--- src/rtl/parking_billing_ledger_if.sv ---
// Receipt stream between the billing ledger and the display/printer.
// The ledger drives the receipt fields; the consumer drives rcpt_ready.
interface parking_billing_ledger_if #(
  parameter int COST_W = 9,
  parameter int TIME_W = 8
);
  logic              rcpt_valid;
  logic              rcpt_ready;
  logic [1:0]        rcpt_car_id;
  logic [COST_W-1:0] rcpt_cost;
  logic [TIME_W-1:0] rcpt_time;

  modport master (
    output rcpt_valid, rcpt_car_id, rcpt_cost, rcpt_time,
    input  rcpt_ready
  );

  modport slave (
    input  rcpt_valid, rcpt_car_id, rcpt_cost, rcpt_time,
    output rcpt_ready
  );
endinterface

--- src/rtl/parking_billing_ledger.sv ---
// Billing stage of the parking controller: caps each exit charge, keeps daily revenue
// and queues one receipt per exit in a small fall-through FIFO.
module parking_billing_ledger #(
  parameter int COST_W     = 9,
  parameter int TIME_W     = 8,
  parameter int REV_W      = 16,
  parameter int COST_CAP   = 400,
  parameter int FIFO_DEPTH = 4
) (
  input  logic                          clk,
  input  logic                          reset,
  input  logic                          exit_valid,
  input  logic [1:0]                    Car_Id,
  input  logic [COST_W-1:0]             Ccost,
  input  logic [TIME_W-1:0]             current_time,
  input  logic                          close_day,
  parking_billing_ledger_if.master      rcpt,
  output logic [$clog2(FIFO_DEPTH):0]   fifo_count,
  output logic [REV_W-1:0]              total_revenue,
  output logic [REV_W-1:0]              last_day_revenue,
  output logic                          rev_sat,
  output logic [7:0]                    drop_count
);

  localparam int PTR_W   = $clog2(FIFO_DEPTH);
  localparam int CNT_W   = PTR_W + 1;
  localparam int ENTRY_W = 2 + COST_W + TIME_W;
  localparam logic [COST_W-1:0] CAP_VAL = COST_W'(COST_CAP);

  logic [ENTRY_W-1:0] mem [FIFO_DEPTH];
  logic [PTR_W-1:0]   wr_ptr, rd_ptr;
  logic [ENTRY_W-1:0] head;
  logic [COST_W-1:0]  charged;
  logic               full, pop, push_ok, drop;
  logic [REV_W-1:0]   rev_base;
  logic [REV_W:0]     rev_sum;
  logic               rev_ovf;
  logic [7:0]         drop_base;

  assign charged = (Ccost > CAP_VAL) ? CAP_VAL : Ccost;
  assign full    = (fifo_count == CNT_W'(FIFO_DEPTH));
  assign pop     = rcpt.rcpt_valid & rcpt.rcpt_ready;
  // A full FIFO still accepts a push when the head leaves in the same cycle.
  assign push_ok = exit_valid & (~full | pop);
  assign drop    = exit_valid & full & ~pop;

  assign head             = mem[rd_ptr];
  assign rcpt.rcpt_valid  = (fifo_count != '0);
  assign rcpt.rcpt_car_id = rcpt.rcpt_valid ? head[ENTRY_W-1 -: 2] : '0;
  assign rcpt.rcpt_cost   = rcpt.rcpt_valid ? head[TIME_W +: COST_W] : '0;
  assign rcpt.rcpt_time   = rcpt.rcpt_valid ? head[TIME_W-1:0] : '0;

  // close_day restarts the day before the same-cycle exit is added in.
  always_comb begin
    rev_base  = close_day ? '0 : total_revenue;
    rev_sum   = {1'b0, rev_base} + (REV_W+1)'(charged);
    rev_ovf   = rev_sum[REV_W];
    drop_base = close_day ? 8'd0 : drop_count;
  end

  always_ff @(posedge clk) begin
    if (push_ok && !reset) begin
      mem[wr_ptr] <= {Car_Id, charged, current_time};
    end
  end

  always_ff @(posedge clk) begin
    if (reset) begin
      wr_ptr           <= '0;
      rd_ptr           <= '0;
      fifo_count       <= '0;
      total_revenue    <= '0;
      last_day_revenue <= '0;
      rev_sat          <= 1'b0;
      drop_count       <= '0;
    end else begin
      if (push_ok) wr_ptr <= wr_ptr + PTR_W'(1);
      if (pop)     rd_ptr <= rd_ptr + PTR_W'(1);
      case ({push_ok, pop})
        2'b10:   fifo_count <= fifo_count + CNT_W'(1);
        2'b01:   fifo_count <= fifo_count - CNT_W'(1);
        default: fifo_count <= fifo_count;
      endcase

      if (close_day) last_day_revenue <= total_revenue;

      if (exit_valid) total_revenue <= rev_ovf ? '1 : rev_sum[REV_W-1:0];
      else            total_revenue <= rev_base;

      rev_sat <= (close_day ? 1'b0 : rev_sat) | (exit_valid & rev_ovf);

      if (drop && drop_base != 8'hFF) drop_count <= drop_base + 8'd1;
      else                            drop_count <= drop_base;
    end
  end

endmodule

--- src/flat_wrapper.sv ---
// flat-port wrapper written by rule: the top's interface ports become plain ports
module parking_billing_ledger_flat 
#(
  parameter int COST_W     = 9,
  parameter int TIME_W     = 8,
  parameter int REV_W      = 16,
  parameter int COST_CAP   = 400,
  parameter int FIFO_DEPTH = 4
)
  (clk, reset, exit_valid, Car_Id, Ccost, current_time, close_day, fifo_count, total_revenue, last_day_revenue, rev_sat, drop_count, rcpt_rcpt_valid, rcpt_rcpt_car_id, rcpt_rcpt_cost, rcpt_rcpt_time, rcpt_rcpt_ready);
  parking_billing_ledger_if #(.COST_W(COST_W), .TIME_W(TIME_W)) rcpt_i ();
  input  logic clk;
  input  logic reset;
  input  logic exit_valid;
  input  logic [1:0] Car_Id;
  input  logic [COST_W-1:0] Ccost;
  input  logic [TIME_W-1:0] current_time;
  input  logic close_day;
  output logic [$clog2(FIFO_DEPTH):0] fifo_count;
  output logic [REV_W-1:0] total_revenue;
  output logic [REV_W-1:0] last_day_revenue;
  output logic rev_sat;
  output logic [7:0] drop_count;
  output wire logic [$bits(rcpt_i.rcpt_valid)-1:0] rcpt_rcpt_valid;
  output wire logic [$bits(rcpt_i.rcpt_car_id)-1:0] rcpt_rcpt_car_id;
  output wire logic [$bits(rcpt_i.rcpt_cost)-1:0] rcpt_rcpt_cost;
  output wire logic [$bits(rcpt_i.rcpt_time)-1:0] rcpt_rcpt_time;
  input wire logic [$bits(rcpt_i.rcpt_ready)-1:0] rcpt_rcpt_ready;
  assign rcpt_rcpt_valid = rcpt_i.rcpt_valid;
  assign rcpt_rcpt_car_id = rcpt_i.rcpt_car_id;
  assign rcpt_rcpt_cost = rcpt_i.rcpt_cost;
  assign rcpt_rcpt_time = rcpt_i.rcpt_time;
  assign rcpt_i.rcpt_ready = rcpt_rcpt_ready;
  parking_billing_ledger #(.COST_W(COST_W), .TIME_W(TIME_W), .REV_W(REV_W), .COST_CAP(COST_CAP), .FIFO_DEPTH(FIFO_DEPTH)) u_core (.clk(clk), .reset(reset), .exit_valid(exit_valid), .Car_Id(Car_Id), .Ccost(Ccost), .current_time(current_time), .close_day(close_day), .rcpt(rcpt_i), .fifo_count(fifo_count), .total_revenue(total_revenue), .last_day_revenue(last_day_revenue), .rev_sat(rev_sat), .drop_count(drop_count));
endmodule
--- config.mk ---
export PLATFORM = sky130hd
export DESIGN_NAME = parking_billing_ledger_flat
export DESIGN_NICKNAME = d
export VERILOG_FILES = /design/src/rtl/parking_billing_ledger_if.sv /design/src/rtl/parking_billing_ledger.sv /design/src/flat_wrapper.sv
export SDC_FILE = /design/constraint.sdc
export NUM_CORES = 1
export LEC_CHECK = 0
export BUFFER_PORTS_ARGS = -buffer_cell sky130_fd_sc_hd__buf_2
export CORE_MARGIN = 2
export CORE_UTILIZATION = 40
export DETAILED_ROUTE_END_ITERATION = 10
export GPL_TIMING_DRIVEN = 0
export MAX_ROUTING_LAYER = met4
export RECOVER_POWER = 25
export SLEW_MARGIN = 0
export SYNTH_ARGS = -nofsm -noshare
export SYNTH_HDL_FRONTEND = slang
export SYNTH_SLANG_ARGS = --single-unit
--- constraint.sdc ---
create_clock -name clk -period 2.86 [get_ports clk]
set_input_delay 0.572 -clock clk [delete_from_list [all_inputs] [get_ports clk]]
set_output_delay 0.572 -clock clk [all_outputs]
set_load 0.02 [all_outputs]
-- Word-level counts from Yosys, hierarchy flattened
Memories as Yosys holds them, arrays and structs flattened. A register that Yosys moved wholly into a read port is not among the register bits.
Cells that the tools add are included.
W data, S select, Z words.
- bits in registers: 48
- memory bits (writable): 76
- bits of input ports: 24
- output and inout bits: 64
- logic and storage cells: 48
- memories: 1
- memory list (memory ; words ; bits a word ; rd ports ; clocked after Yosys merged registers in ; write ports ; line ; RTL):
    u_core.mem ; 4 ; 19 ; 1 ; 1 ; 1 ; parking_billing_ledger.sv:30 ; logic [ENTRY_W-1:0] mem [FIFO_DEPTH];
- $add $sub $neg: 6
- magnitude comparators: 1
- eq/ne operators: 4
- muxes and demuxes: 15
- bitwise operators: 9
- reduce and logical (&&, ||, !) cells: 5
- operators with widths (operator ; number):
    $mux W16 ; 3
    $mux W8 ; 3
    $mux W9 ; 2
    $add A16 B9 Y17 ; 1
    $gt A9 B9 Y1 const B ; 1
    $add A8 B1 Y8 const B ; 1
    $ne A8 B8 Y1 const B ; 1
    $mux W2 ; 3
    $pmux W3 S2 ; 1
    $and A1 B1 Y1 ; 5
    $add A2 B1 Y2 const B ; 2
    $add A3 B1 Y3 const B ; 1
    $eq A3 B3 Y1 const B ; 1
    $mux W1 ; 3
    $reduce_bool A3 Y1 ; 1
    $sub A3 B1 Y3 const B ; 1
    $eq A2 B1 Y1 const B ; 1
    $eq A2 B2 Y1 const B ; 1
    $logic_and A1 B1 Y1 ; 2
    $not A1 Y1 ; 2
    $or A1 B1 Y1 ; 2
    $reduce_bool A2 Y1 ; 1
    $logic_not A1 Y1 ; 1

-- Longest topological paths before layout
Gate-level depths: netlist of run 1.
- depth after elaboration: 7
- mapped depth: 10
- gate-level depth less buffers: 10

-- Worst setup path after synthesis of run 1
No wires, ideal clock.
- kind: input to register
- from: input Ccost[0]
- to: register u_core.total_revenue[10]
- library setup time: 0.063 ns
- arrival time: 2.951 ns
- path slack: -0.154 ns
- stages: 9
- buffers on the path: 0
- path through: o41ai_1 -> a21oi_1 -> or2_2 -> ha_1 -> a21o_1 -> a221oi_2 -> o211ai_4 -> a311o_1 -> nand3_2
- word-level cells in the longest chain between the ends: 5
- RTL lines (what ; line ; RTL):
    start, declared ; flat_wrapper.sv:16 ; input logic [COST_W-1:0] Ccost;
    $gt A9 B9 Y1 ; parking_billing_ledger.sv:40 ; assign charged = (Ccost > CAP_VAL) ? CAP_VAL : Ccost;
    $mux W9 ; parking_billing_ledger.sv:40 ;
    named net u_core.charged[4] ; parking_billing_ledger.sv:33 ; logic [COST_W-1:0] charged;
    $add A16 B9 Y17 ; parking_billing_ledger.sv:56 ; rev_sum = {1'b0, rev_base} + (REV_W+1)'(charged);
    $mux W16 (2 in a row) ; parking_billing_ledger.sv:87 ; if (exit_valid) total_revenue <= rev_ovf ? '1 : rev_sum[REV_W-1:0];
    end signal, assigned ; parking_billing_ledger.sv:87 ;
    end signal, assigned ; parking_billing_ledger.sv:88 ; else total_revenue <= rev_base;
    end, declared ; parking_billing_ledger.sv:19 ; output logic [REV_W-1:0] total_revenue,
The timed path passes the listed nets, and every way through them passes these cells.
A chain may end at the register's enable or synchronous reset.

-- Worst setup path in the final report of run 1
- from: input Ccost[2]
- to: register u_core.total_revenue[2]
Same word-level chain as after synthesis.

==> flow_metrics.py, run 1 <==
metrics = {
    "detailed_routing": {
        "vias": 3760,
        "wl_per_cell_um": 16.8,
        "wirelength_um": 12300,
        "drt_iter0_drc": 231,
        "drc_errors": 0,
        "routed_via_density": 5.15,
        "first_pass_iters": 4,
        "drtAntennaViolNets": 0,
    },
    "floorplan": {
        "fp.dieW_um": 122,
        "io_pins": 88,
        "die_y_um": 122,
        "dieArea_um2": 15000,
        "initial_core_util_pct": 40.7,
        "placeableCoreArea_um2": 13800,
        "rows": 43,
    },
    "global_routing": {
        "grt_overflow": 0,
        "grt_pass1_vias": 3853,
        "grt_pass1_wl_um": 19600,
        "track_usage_pct": 18.1,
        "antenna_found_initial": 0,
        "grt_max_degree": 20,
    },
    "status": {
        "status": "finished, final reports clean",
    },
    "sta": {
        "max_clock_freq_ghz": 0.363,
        "hold_violations": 0,
        "holdWs_ns": 0.406,
        "fin_ws_ns": 0.109,
        "fin_crit_ns": 2.75,
        "tightest_slew_ns": 1.01,
        "relSlewSlack_pct": 32.4,
        "skew_ns": 0.00996,
        "finalSetupViolations": 0,
        "slew_violations": 0,
        "period_share_pct": 96.2,
    },
    "yosys": {
        "synth.distinct_cells": 51,
        "synth_seq_cells": 126,
        "yosys_warnings": 0,
        "postSynthCellCount": 434,
        "synth_ff_type": "edfxtp_1",
        "ys_seq_area_share_pct": 58.5,
        "synth_edf_count": 76,
        "synth.area.top_cells": "edfxtp_1 41%, dfxtp_1 18%, mux4_2 7.6%",
        "synth_nets": 474,
        "synth_top_area_share_pct": 40.7,
        "syn_avg_cell_area_um2": 12.9,
        "syn-cell-area_um2": 5610,
        "async_flop_share_pct": 0,
        "synth_top_cell_by_area": "edfxtp_1",
    },
    "layout": {
        "final_common_cell": "buf_2",
        "diodes": 0,
        "layout_common_cells": "81 x buf_2, 76 x edfxtp_1, 50 x dfxtp_1, 46 x nor2_1, 27 x and2_1",
        "drive_above_1_share_pct": 26.7,
        "fillers": 1276,
        "final_nets": 577,
        "area_growth_pct": 23.2,
        "layoutNonFillerInstCount": 730,
    },
    "clock_tree": {
        "clk_latency_ns": 0.42,
        "clkSlewWorstSetupHoldPaths_ns": 0.05,
        "htreeDepth": 4,
        "numCtsBuffers": 17,
        "holdBufCountCts": 0,
        "cts_root_buf": "clkbuf_16",
        "clockBufferDepth": 2,
        "cts_tree": "done",
        "clkSinkCount": 126,
    },
    "placed_design": {
        "dp_cells": 699,
        "dp_slack_ns": -0.587,
        "portBuffers": 85,
        "hpwl_um": 8240,
        "place.gp.congestion": 0.858,
    },
    "pwr": {
        "intPower_uw": 3610,
        "power_frac_seq_pct": 42.0,
        "p_sw_uw": 1240,
        "clockPowerShare_pct": 43.1,
        "p_leak_uw": 0.00270,
        "power_frac_comb_pct": 14.9,
        "peakVddDrop_uv": 408,
        "power.density_nw_per_um2": 704,
        "p_sw_share_pct": 25.6,
    },
    "run": {
        "drv_cap": 0,
    },
    "hold_path": {
        "hp-class": "in -> reg",
    },
    "critical_path": {
        "path_buf_inv": 1,
        "critical_path_class": "in -> reg",
        "cp_common_cell": "a21oi_4",
        "critPathMaxStageDelay_ns": 0.42,
        "worstPathRequired_ns": 3.13,
        "crit_arrival_ns": 3.03,
        "crit_chain": "buf_2 > o41ai_4 > a21oi_4 > nor2b_4 > ha_1 > fa_1 > a21o_1 > a221oi_4 > o211ai_4 > a21oi_4 > a211oi_1",
        "cp-start-kind": "input pin",
        "end_kind": "register",
        "critPathSlowestCell": "fa_1",
        "crit_family": "compound AO/OA/AOI/OAI gates",
        "crit_fanout": 9,
    },
}
==> logic make-up after synthesis <==
kind of cell    synth area share [%]
fa+ha+maj                       3.84
buf+inv                         2.19
compound gates                  6.43
flops                           58.5
simple gates                    14.5
mux                             11.2
xor+xnor                        3.28
==> path summary, 6_finish.rpt <==
| kind | from | to | slack, ns | depth (start not counted) |
|---|---|---|---|---|
| max | Ccost[2] | u_core.total_revenue[2]$_SDFF_PP0_ | 0.11 | 11 |
| min | current_time[0] | u_core.mem[1][0]$_DFFE_PP_ | 0.41 | 1 |
| max reg2reg | u_core.fifo_count[0]$_SDFFE_PP0P_ | u_core.fifo_count[2]$_SDFFE_PP0P_ | 0.32 | 7 |
| min reg2reg | u_core.rev_sat$_SDFF_PP0_ | u_core.rev_sat$_SDFF_PP0_ | 0.48 | 2 |
==> synth_stat cells, drive strengths merged (2+ instances only) <==
cell	instances
and3	7
a22oi	2
buf	9
xnor2	9
nand3	12
nor2	46
edfxtp	76
mux2i	20
a21oi	14
nor2b	18
dfxtp	50
ha	14
nand2	14
xor2	12
or2	2
clkbuf	13
inv	8
mux4	19
nor3	8
nand4	5
and4b	2
fa	2
o21ai	4
or3	2
a211oi	9
and2	29
o211ai	3
a21o	4
a221oi	2
nand3b	3
a31oi	3
==> power by group through the flow <==
stage | Clock (µW) | Sequential [µW] | Combinational (µW)
2_1_floorplan | 0 | 2090 | 481
3_3_place_gp | 0 | 2070 | 718
3_5_place_dp | 0 | 2070 | 727
4_1_cts | 2140 | 2040 | 730
5_1_grt | 2210 | 2050 | 801
6_report | 2090 | 2040 | 725
==> worst reg2reg max path: stages (launching register included) <==
cell	delay [ns]
dfxtp_1	0.46
or3_1	0.25
clkbuf_1	0.44
nand3_1	0.16
fa_1	0.42
or3_1	0.35
a311oi_1	0.28
nor2_1	0.06
==> routing by layer <==
layer,vias up,wire length (µm),global-route usage (%)
met1,1836,5610,22.6
li1,1807,-,-
met2,99,5900,28.1
met3,18,576,5.34
met4,0,200,6.61
met5,-,0,-
==> registers in the layout, indices dropped and copies added (netlist names), named ones only <==
| register | count |
|---|---|
| u_core.mem | 76 |
| u_core.wr_ptr | 2 |
| u_core.last_day_revenue | 16 |
| u_core.fifo_count | 3 |
| u_core.drop_count | 8 |
| u_core.total_revenue | 16 |
| u_core.rev_sat | 1 |
| u_core.rd_ptr | 2 |
==> repair_timing <==
| action | CTS | global route |
|---|---|---|
| endpoints found under the setup margin | 23 | 17 |
| pin swaps | 1 | 4 |
| resized for setup | 7 | 6 |
| gates cloned | 0 | 0 |
| setup buffers | 0 | 1 |
==> through the flow <==
| step | util, % | cell area, µm² | setup TNS (ns) | total power, µW |
|---|---|---|---|---|
| detailed placement | 45.6 | 6280 | -8.67 | 2800 |
| CTS | 49.9 | 6870 | 0 | 4910 |
| floorplan | - | 5630 | 0 | 2570 |
| finish | 50.1 | 6910 | 0 | 4860 |
| global placement | 45.6 | 6280 | -8.37 | 2790 |
| global route | 50.1 | 6910 | -0.00672 | 5060 |
==> final cells by class <==
type / instances / area, µm² / share of cell area (%)
tap: 180 / 225 / 3.26
buffer: 20 / 91.3 / 1.32
clock inverter: 10 / 114 / 1.65
multi-input combinational: 278 / 2280 / 33.0
inverter: 8 / 30.0 / 0.435
timing repair buffer: 86 / 420 / 6.09
clock buffer: 22 / 464 / 6.72
sequential: 126 / 3280 / 47.5
(Power assumes the default switching activity.)
==> inputs of run 2 (changes only) <==
==> constraint.sdc (replaced) <==
create_clock -name clk -period 3.5 [get_ports clk]
set_input_delay 0.7 -clock clk [delete_from_list [all_inputs] [get_ports clk]]
set_output_delay 0.7 -clock clk [all_outputs]
set_load 0.02 [all_outputs]
==> run 2 against run 1 <==
Die area unchanged. Clock power fell by 18%. Largest power group unchanged. Sequential power down 19%. Hold slack better by 0.068 ns. Largest cell class unchanged. Power decreased by 19%.
==> flow_metrics.py, run 2 (same netlist as run 1, synthesis figures left out) <==
metrics = {
    "placed_design": {
        "place.gp.congestion": 0.806,
        "dp_cells": 699,
        "hpwl_um": 8350,
        "portBuffers": 85,
    },
    "sta": {
        "slew_violations": 0,
        "skew_ns": 0.00825,
        "period_share_pct": 92.6,
        "rsz0062_at_grt": "false",
        "fin_crit_ns": 3.24,
        "relSlewSlack_pct": 30.0,
        "finalSetupViolations": 0,
        "finalSetupTns_ns": 0,
        "tightest_slew_ns": 1.05,
        "hold_violations": 0,
        "max_clock_freq_ghz": 0.309,
    },
    "critical_path": {
        "worstPathRequired_ns": 2.80,
        "path_depth": 5,
        "cp-start-kind": "register",
        "rr_worst_depth": 7,
        "critical_path_class": "reg -> out",
        "crit_arrival_ns": 2.54,
        "crit_fanout": 10,
        "critPathMaxStageDelay_ns": 0.56,
        "crit_chain": "clkbuf_1 > clkbuf_1 > mux4_2 > and2_1 > buf_2",
        "critPathSlowestCell": "clkbuf_1",
        "path_buf_inv": 3,
        "end_kind": "output pin",
        "crit_family": "buffers and inverters",
        "cp_common_cell": "clkbuf_1",
    },
    "pwr": {
        "p_leak_uw": 0.00266,
        "power.density_nw_per_um2": 581,
        "peakVddDrop_uv": 324,
    },
    "global_routing": {
        "track_usage_pct": 18.0,
        "grt_max_degree": 20,
        "grt_pass1_wl_um": 19600,
        "antenna_found_initial": 0,
        "grt_pass1_vias": 3782,
        "grt_overflow": 0,
    },
    "floorplan": {
        "fp.dieW_um": 122,
        "io_pins": 88,
        "placeableCoreArea_um2": 13800,
        "die_y_um": 122,
        "initial_core_util_pct": 40.7,
        "dieArea_um2": 15000,
        "rows": 43,
    },
    "run": {
        "drv_cap": 0,
    },
    "detailed_routing": {
        "drt_iter0_drc": 225,
        "routed_via_density": 5.10,
        "first_pass_iters": 4,
        "wirelength_um": 12100,
        "drc_errors": 0,
        "drtAntennaViolNets": 0,
        "wl_per_cell_um": 16.6,
        "vias": 3726,
    },
    "layout": {
        "post-route-util_pct": 49.5,
        "area_growth_pct": 21.6,
        "final_common_cell": "buf_2",
        "top_regs": "u_core.mem (76), u_core.last_day_revenue (16), u_core.total_revenue (16)",
        "largest_reg_flops": 76,
        "drive_above_1_share_pct": 24.0,
        "layout_common_cells": "78 x buf_2, 76 x edfxtp_1, 50 x dfxtp_1, 46 x nor2_1, 30 x clkbuf_1",
        "top_register": "u_core.mem",
        "final_nets": 578,
        "layoutNonFillerInstCount": 730,
        "fillers": 1266,
        "diodes": 0,
    },
    "clock_tree": {
        "clockBufferDepth": 2,
        "cts_tree": "done",
        "clk_latency_ns": 0.41,
        "cts_resized": 0,
        "clkSlewWorstSetupHoldPaths_ns": 0.05,
        "htreeDepth": 4,
        "clkSinkCount": 126,
        "cts_root_buf": "clkbuf_16",
        "holdBufCountCts": 0,
        "numCtsBuffers": 17,
        "post_cts_buffers": 0,
    },
    "hold_path": {
        "hold_depth": 2,
        "hp-class": "reg -> reg",
    },
    "status": {
        "status": "finished, final reports clean",
    },
}
run 2: cell types whose count changed in the layout (fill, tap and decap cells not counted), sizes merged:
cell,previous run,this run
buf,84,79
bufinv,2,3
clkbuf,44,47
clkinv,4,6
clkinvlp,3,2
run 2: path summary, 6_finish.rpt:
kind,from,to,slack [ns]
worst max-delay path,register,rcpt_rcpt_cost[5],0.26
worst max register to register,u_core.fifo_count[0]$_SDFFE_PP0P_,u_core.fifo_count[2]$_SDFFE_PP0P_,0.93
worst min-delay path,u_core.rev_sat$_SDFF_PP0_,u_core.rev_sat$_SDFF_PP0_,0.47
worst min register to register,u_core.rev_sat$_SDFF_PP0_,u_core.rev_sat$_SDFF_PP0_,0.47
run 2: where the power goes:
group	switching, µW	internal [µW]
clock	610	1110
combinational	350	228
sequential	30.1	1630
run 2: layout make-up:
cell class                 count  area, µm²  share of cell area (%)
sequential                   126       3280                    48.2
multi-input combinational    278       2200                    32.3
clock buffer                  19        433                    6.35
timing repair buffer          85        408                    5.98
tap                          180        225                    3.30
clock inverter                12        145                    2.13
buffer                        22       91.3                    1.34
inverter                       8       30.0                   0.440
run 2: routing by layer:
metal	global-route usage (%)	routed length, µm
met4	5.53	133
met1	22.1	5510
met5	-	0
met3	4.88	530
met2	29.1	5910
run 2: through the flow:
stage,hold slack (ns),instance area [µm²],setup slack [ns],total power [µW]
2_1_floorplan,0.485,5610,0.358,2100
3_3_place_gp,0.468,6260,-0.135,2270
3_5_place_dp,0.468,6260,-0.140,2280
4_1_cts,0.482,6840,0.226,4000
5_1_grt,0.509,6820,0.0300,4120
6_report,0.474,6820,0.259,3960
run 2: tightest hold or removal path, stage by stage, from the launching register on:
cell and delay (ns):
dfxtp_1 0.31, nand2_1 0.06, a21oi_1 0.06
==> inputs of run 3 (changes only) <==
--- a/config.mk
+++ b/config.mk
@@ -11,8 +11,8 @@
 export DETAILED_ROUTE_END_ITERATION = 10
 export GPL_TIMING_DRIVEN = 0
 export MAX_ROUTING_LAYER = met4
+export PLACE_DENSITY = 0.59
 export RECOVER_POWER = 25
-export SLEW_MARGIN = 0
 export SYNTH_ARGS = -nofsm -noshare
 export SYNTH_HDL_FRONTEND = slang
 export SYNTH_SLANG_ARGS = --single-unit
==> run 3 against run 2 <==
Fmax fell by 0.80%. Critical path depth did not move. Cell area rose by 0.28%. First-iteration DRC count fell by 12%. Clock skew rose by 0.0010 ns. Via count rose by 1.6%. Clock power rose by 3%. Non-clock buffer count did not move. Critical path type unchanged. Critical endpoint unchanged.
==> flow_metrics.py, run 3 (same netlist as run 1, synthesis figures left out) <==
metrics = {
    "status": {
        "status": "finished, final reports clean",
    },
    "detailed_routing": {
        "vias": 3784,
        "drtAntennaViolNets": 0,
        "first_pass_iters": 4,
        "drt_iter0_drc": 198,
        "drc_errors": 0,
        "wirelength_um": 12400,
        "highest_layer": "met4",
        "wl_per_cell_um": 16.9,
        "routed_via_density": 5.18,
        "route.met2.wl_um": 6030,
        "dr_wl_met3_um": 570,
        "drt-met1-wl_um": 5630,
    },
    "critical_path": {
        "critPathSlowestCell": "clkbuf_1",
        "crit_chain": "clkbuf_1 > clkbuf_1 > mux4_2 > and2_1 > buf_2",
        "worstPathRequired_ns": 2.80,
        "critPathMaxStageDelay_ns": 0.60,
        "cp-start-kind": "register",
        "crit_fanout": 10,
        "end_kind": "output pin",
        "critical_path_class": "reg -> out",
        "crit_arrival_ns": 2.57,
        "cp_common_cell": "clkbuf_1",
    },
    "clock_tree": {
        "cts_root_buf": "clkbuf_16",
        "clockBufferDepth": 2,
        "numCtsBuffers": 17,
        "clkSlewWorstSetupHoldPaths_ns": 0.05,
        "clk_latency_ns": 0.42,
        "cts_tree": "done",
        "clkSinkCount": 126,
        "holdBufCountCts": 0,
        "cts_resized": 0,
        "htreeDepth": 4,
        "post_cts_buffers": 0,
    },
    "sta": {
        "skew_ns": 0.00930,
        "finalSetupViolations": 0,
        "fin_crit_ns": 3.27,
        "holdWs_ns": 0.465,
        "rsz0062_at_grt": "false",
        "max_clock_freq_ghz": 0.306,
        "hold_violations": 0,
        "tightest_slew_ns": 1.06,
        "slew_violations": 0,
        "period_share_pct": 93.3,
        "relSlewSlack_pct": 29.4,
    },
    "pwr": {
        "peakVddDrop_uv": 363,
        "power.density_nw_per_um2": 587,
        "p_leak_uw": 0.00265,
    },
    "layout": {
        "diodes": 0,
        "drive_above_1_share_pct": 23.6,
        "layoutNonFillerInstCount": 731,
        "top_register": "u_core.mem",
        "area_growth_pct": 21.9,
        "largest_reg_flops": 76,
        "top_regs": "u_core.mem (76), u_core.last_day_revenue (16), u_core.total_revenue (16)",
        "final_nets": 578,
        "layout_common_cells": "76 x edfxtp_1, 75 x buf_2, 50 x dfxtp_1, 46 x nor2_1, 34 x clkbuf_1",
        "final_common_cell": "edfxtp_1",
    },
    "run": {
        "drv_cap": 0,
    },
    "global_routing": {
        "track_usage_pct": 18.4,
        "antenna_found_initial": 0,
        "grt_max_degree": 20,
        "grt_overflow": 0,
        "grt_pass1_vias": 3863,
        "grt_pass1_wl_um": 19900,
    },
    "floorplan": {
        "dieArea_um2": 15000,
        "initial_core_util_pct": 40.7,
        "fp.dieW_um": 122,
        "io_pins": 88,
        "die_y_um": 122,
        "placeableCoreArea_um2": 13800,
        "rows": 43,
    },
    "placed_design": {
        "portBuffers": 85,
        "dp_cells": 699,
        "place.gp.congestion": 0.821,
        "hpwl_um": 8400,
    },
    "hold_path": {
        "hp-class": "reg -> reg",
    },
}
## run 3: cell type report
cell class / count / area (µm²)
repair buffers: 85 / 403
plain buffers: 22 / 92.6
multi-input cells: 278 / 2200
clock buffers: 22 / 464
well taps: 180 / 225
fillers: 1276 / 6940
inverters: 8 / 30.0
flip-flops and latches: 126 / 3280
clock inverters: 10 / 136
## run 3: metal layers
layer / track usage [%] / vias to the layer above
met5: - / -
met4: 6.47 / 0
met3: 5.44 / 12
met2: 29.2 / 103
met1: 22.4 / 1859
li1: - / 1810
## run 3: path summary, 6_finish.rpt
kind,start,end,slack [ns],cells past startpoint
worst max register to register,u_core.total_revenue[0]$_SDFF_PP0_,u_core.total_revenue[6]$_SDFF_PP0_,0.95,8
worst min register to register,u_core.rev_sat$_SDFF_PP0_,u_core.rev_sat$_SDFF_PP0_,0.47,2
worst min-delay path,u_core.rev_sat$_SDFF_PP0_,u_core.rev_sat$_SDFF_PP0_,0.47,2
worst max-delay path,register,rcpt_rcpt_cost[5],0.23,5
## run 3: power by group
group | internal, µW | total, µW | switching [µW]
registers | 1630 | 1660 | 30.4
clock network | 1150 | 1770 | 619
logic | 228 | 577 | 350
## run 3: stage by stage
| stage | power (µW) | instance area [µm²] | setup slack, ns | util (%) | setup TNS (ns) |
|---|---|---|---|---|---|
| finish | 4010 | 6840 | 0.233 | 49.6 | 0 |
| global route | 4190 | 6840 | 0.0966 | 49.6 | 0 |
| CTS | 4080 | 6860 | 0.209 | 49.8 | 0 |
| detailed placement | 2290 | 6260 | -0.140 | 45.4 | -1.44 |
| global placement | 2270 | 6260 | -0.137 | 45.4 | -1.30 |
| floorplan | 2100 | 5610 | 0.358 | - | 0 |
## run 3: worst max-delay path: cells and delay by family (launching register included)
| kind | cells | cell delay, ns |
|---|---|---|
| simple gates | 1 | 0.17 |
| flops | 1 | 0.30 |
| buf+inv | 3 | 1.24 |
| mux | 1 | 0.43 |
